===== src/rtl/fifo_wr_arbiter.sv =====
// ============================================================================
// fifo_wr_arbiter : round-robin write arbiter with credit-tracked FIFO occupancy
// Revision: 1.0
// ============================================================================
`default_nettype none

module fifo_wr_arbiter #(
  parameter int N_REQ = 4,
  parameter int BITS  = 8,
  parameter int DEPTH = 16,
  parameter int CW    = $clog2(DEPTH + 1)
) (
  input  logic                       clk,
  input  logic                       rst,
  input  logic [N_REQ-1:0]           req,
  input  logic [N_REQ*BITS-1:0]      din,
  output logic [N_REQ-1:0]           ack,
  output logic [BITS-1:0]            fifo_Din,
  output logic                       fifo_push,
  input  logic                       fifo_pop,
  output logic [$clog2(N_REQ)-1:0]   grant_id,
  output logic [CW-1:0]              count
);

  localparam int IW = $clog2(N_REQ);

  logic [N_REQ-1:0] ack_q,   ack_d;
  logic             push_q,  push_d;
  logic [BITS-1:0]  din_q,   din_d;
  logic [IW-1:0]    gid_q,   gid_d;
  logic [IW-1:0]    last_q,  last_d;
  logic [CW-1:0]    count_q, count_d;

  logic [N_REQ-1:0] eligible;
  logic             win_found;
  logic [IW-1:0]    win_idx;
  logic             grant;
  logic             pop_eff;

  always_comb begin
    // A producer acked this cycle sits out one round.
    eligible  = req & ~ack_q;
    win_found = 1'b0;
    win_idx   = '0;
    for (int off = 1; off <= N_REQ; off++) begin
      if (!win_found && eligible[(int'(last_q) + off) % N_REQ]) begin
        win_found = 1'b1;
        win_idx   = IW'((int'(last_q) + off) % N_REQ);
      end
    end

    // Credits are checked against the registered count only: no pop bypass.
    grant   = win_found && (count_q < CW'(DEPTH));
    pop_eff = fifo_pop && (count_q != '0);

    ack_d   = '0;
    push_d  = grant;
    din_d   = din_q;
    gid_d   = gid_q;
    last_d  = last_q;
    if (grant) begin
      ack_d  = N_REQ'(1) << win_idx;
      din_d  = din[int'(win_idx)*BITS +: BITS];
      gid_d  = win_idx;
      last_d = win_idx;
    end
    count_d = count_q + CW'(grant) - CW'(pop_eff);
  end

  always_ff @(posedge clk or negedge rst) begin
    if (!rst) begin
      ack_q   <= '0;
      push_q  <= 1'b0;
      din_q   <= '0;
      gid_q   <= '0;
      last_q  <= IW'(N_REQ - 1);
      count_q <= '0;
    end else begin
      ack_q   <= ack_d;
      push_q  <= push_d;
      din_q   <= din_d;
      gid_q   <= gid_d;
      last_q  <= last_d;
      count_q <= count_d;
    end
  end

  assign ack       = ack_q;
  assign fifo_push = push_q;
  assign fifo_Din  = din_q;
  assign grant_id  = gid_q;
  assign count     = count_q;

endmodule

`default_nettype wire

===== config.mk =====
export PLATFORM = sky130hd
export DESIGN_NAME = fifo_wr_arbiter
export DESIGN_NICKNAME = d
export VERILOG_FILES = /design/src/rtl/fifo_wr_arbiter.sv
export SDC_FILE = /design/constraint.sdc
export NUM_CORES = 1
export LEC_CHECK = 0
export BUFFER_PORTS_ARGS = -buffer_cell sky130_fd_sc_hd__buf_2
export CORE_ASPECT_RATIO = 0.9
export CORE_MARGIN = 2
export CORE_UTILIZATION = 46
export CTS_CLUSTER_SIZE = 10
export DETAILED_ROUTE_END_ITERATION = 16
export PLACE_DENSITY = 0.87
export SLEW_MARGIN = 15
export SYNTH_ARGS = -nofsm -noshare
export SYNTH_HDL_FRONTEND = slang
export SYNTH_SLANG_ARGS = --single-unit

===== constraint.sdc =====
create_clock -name clk -period 6.3 [get_ports clk]
set_input_delay 0.315 -clock clk [delete_from_list [all_inputs] [get_ports clk]]
set_output_delay 0.315 -clock clk [all_outputs]
set_load 0.01 [all_outputs]

==> impl_metrics.py <==
metrics = {
    "outcome": {
        "run_status": "complete, but fails checks",
        "violations": "design-rule violations",
    },
    "route": {
        "routedWlPerCell_um": 14.2,
        "drt-total-wl_um": 2920,
        "first_pass_iters": 10,
        "drc": 1,
        "postRouteAntennaNets": 0,
        "vias_per_cell": 5.32,
        "via_count": 1091,
        "initialDrtViolationCount": 35,
    },
    "synthesis": {
        "yosys_warnings": 0,
        "synth_edf_count": 0,
        "async_flop_share_pct": 100,
        "netlist_area_um2": 1230,
        "synth_ff_type": "dfrtp_1",
        "ys_ff_latch": 22,
        "avgSynthCellArea_um2": 10.6,
        "ys_seq_area_share_pct": 44.8,
        "synth_cells": 116,
        "synth.distinct_cells": 30,
        "synth_fp_nets": 162,
    },
    "floorplan": {
        "die_w_um": 58.6,
        "ios": 59,
        "num_rows": 17,
        "die_h_um": 53.2,
        "core_area_um2": 2510,
        "die_area_um2": 3120,
        "start_util_pct": 49.2,
    },
    "pwr": {
        "leakagePower_nw": 0.852,
        "total_power_mw": 0.847,
        "peakVddDrop_uv": 280,
        "power_density_nw_per_um2": 531,
    },
    "clock_network": {
        "cts_hold_buf": 1,
        "clock_path_buffers": 2,
        "ctsRootBufferMaster": "clkbuf_4",
        "clock_latency_ns": 0.31,
        "post_cts_resized": 0,
        "htree_levels": 1,
        "cts_tree": "built",
        "cts_num_sinks": 22,
        "post_cts_buffers": 0,
        "clk_pin_slew_ns": 0.12,
        "cts_buffers": 3,
    },
    "critical_path": {
        "cp-start-kind": "register",
        "reg2reg_to": "count[4]$_DFF_PN0_",
        "slowest_delay_ns": 0.41,
        "crit_family": "adder cells",
        "r2r-start": "ack[0]$_DFF_PN0_",
        "crit_chain": "nand2b_1 -> and2_1 -> a31o_2 -> ha_1 -> inv_1 -> ha_1 -> fa_1 -> a21oi_1 -> nor2_1 -> nor2_1 -> xnor2_1",
        "cp_num_buf_inv": 1,
        "crit_type": "reg2reg",
        "cp.arrival_ns": 2.77,
        "end_kind": "register",
        "reg2reg_depth": 11,
        "regToRegSetupSlack_ns": 3.77,
        "worstPathRequired_ns": 6.54,
        "slowest_stage": "dfrtp_1",
        "critPathMaxFanout": 15,
    },
    "min_path": {
        "hold_path_end": "fifo_Din[4]$_DFFE_PN0P_",
        "hp-class": "in2reg",
        "hold_depth": 3,
        "min_from": "din[20]",
    },
    "timing": {
        "finalSetupViolCount": 0,
        "clock_skew_ns": 0.00607,
        "slew-limit-headroom_pct": 48.8,
        "max_clock_freq_mhz": 396,
        "setup_ws_ns": 3.77,
        "min_period_ns": 2.53,
        "finalMaxSlewViolations": 0,
        "fin_tns_setup_ns": 0,
        "post-route-period-util_pct": 40.1,
        "grt_setup_unrepaired": "no",
        "hold_viol": 0,
        "worst_slew_pin_slew_ns": 0.768,
    },
    "cells_and_area": {
        "num_antenna_cells": 0,
        "seqCellArea_um2": 553,
        "n_fill_cell": 208,
        "multi_input_area_um2": 638,
        "drive_above_1_share_pct": 37.9,
        "nNetsFinal": 224,
        "syn2layout_area_growth_pct": 29.1,
    },
    "grt": {
        "track_usage_pct": 20.0,
        "antenna_found_initial": 0,
        "grt_max_degree": 23,
        "grt_pass1_vias": 1059,
        "grt_pass1_wl_um": 4600,
        "grt_remaining_overflow": 0,
    },
    "placement": {
        "globalplace.congestion": 0.888,
        "post-place-ws_ns": 3.79,
        "dp_hpwl_um": 2300,
        "io_buffers": 58,
    },
    "run": {
        "max_cap_viol_count": 0,
    },
}
==> registers in the layout (all words and copies together), names as in the netlist <==
| name | flops |
|---|---|
| grant_id | 2 |
| last_q | 2 |
| fifo_Din | 8 |
| count | 5 |
| fifo_push | 1 |
| ack | 4 |
==> final cells by class <==
class | count | area share, %
Multi-Input combinational cell | 83 | 40.0
Inverter | 8 | 1.88
Sequential cell | 22 | 34.7
Tap cell | 28 | 2.20
Timing Repair Buffer | 60 | 19.5
Clock buffer | 4 | 1.65
==> worst register-to-register path: stages, from the launching register on <==
cell and delay [ns]:
dfrtp_1 0.41, nand2b_1 0.20, and2_1 0.16, a31o_2 0.29, ha_1 0.31, inv_1 0.04
ha_1 0.19, fa_1 0.41, a21oi_1 0.16, nor2_1 0.06, nor2_1 0.11, xnor2_1 0.12
==> synthesized netlist by cell type, drive strengths merged, types with 3 or more instances <==
| cell type | count | area [µm²] |
|---|---|---|
| a21oi | 4 | 20.0 |
| dfrtp | 20 | 500 |
| ha | 6 | 75.1 |
| inv | 7 | 26.3 |
| mux2i | 16 | 160 |
| nand2 | 16 | 60.1 |
| nand2b | 4 | 25.0 |
| nor2 | 5 | 18.8 |
| nor2b | 3 | 18.8 |
| o221ai | 9 | 78.8 |
==> how the worst max path moves through the flow <==
stage	from	to	slack (ns)	cells after the start
2_1_floorplan	ack[1]$_DFF_PN0_	count[4]$_DFF_PN0_	3.77	12
3_3_place_gp	ack[1]$_DFF_PN0_	count[4]$_DFF_PN0_	3.88	11
3_5_place_dp	ack[0]$_DFF_PN0_	count[4]$_DFF_PN0_	3.79	11
4_1_cts	ack[0]$_DFF_PN0_	count[4]$_DFF_PN0_	3.76	11
5_1_grt	ack[0]$_DFF_PN0_	count[4]$_DFF_PN0_	3.59	11
6_report	ack[0]$_DFF_PN0_	count[4]$_DFF_PN0_	3.77	11
==> cells in the final DEF (no fill, tap or decap), drive strengths merged <==
cell and instances:
a21o 1, clkbuf 4, dlygate4sd3 1, nor2 5, mux2i 16, nand2 16, a22oi 1, inv 7
a21boi 1, o221a 1, and2 1, nand3b 2, nor2b 3, a31o 1, o221ai 9, buf 59
a311oi 1, xnor2 2, nor3 2, nand3 1, a31oi 1, a21oi 4, dfstp 2, xor2 2
nand2b 4, clkinv 1, fa 1, ha 6, dfrtp 20, o21a 2
==> logic make-up after synthesis <==
kind of cell | share of synthesized area (%)
multiplexers | 13.0
XOR/XNOR | 2.84
AO/OA/AOI/OAI | 13.9
AND/OR/NAND/NOR | 12.9
adder cells (fa/ha/maj) | 7.70
flip-flops | 44.8
buffers and inverters | 4.96
==> per-layer routing <==
metal	routed length, µm	track usage, %
met4	31	5.68
met3	107	5.13
met2	1520	34.3
met5	0	0
met1	1260	25.0
==> power breakdown <==
group          total, mW  internal [mW]  switching (mW)
clock             0.0661         0.0247          0.0414
sequential         0.276          0.222          0.0532
combinational      0.505          0.229           0.276
==> stage by stage <==
stage	area, µm²	instances	util [%]	hold slack [ns]
floorplan	1230	116	-	0.0194
detailed placement	1550	199	61.6	0.302
global route	1590	205	63.5	0.306
global placement	1550	199	61.6	0.295
finish	1590	205	63.5	0.302
CTS	1580	204	63.1	0.304
(Power assumes the default switching activity.)
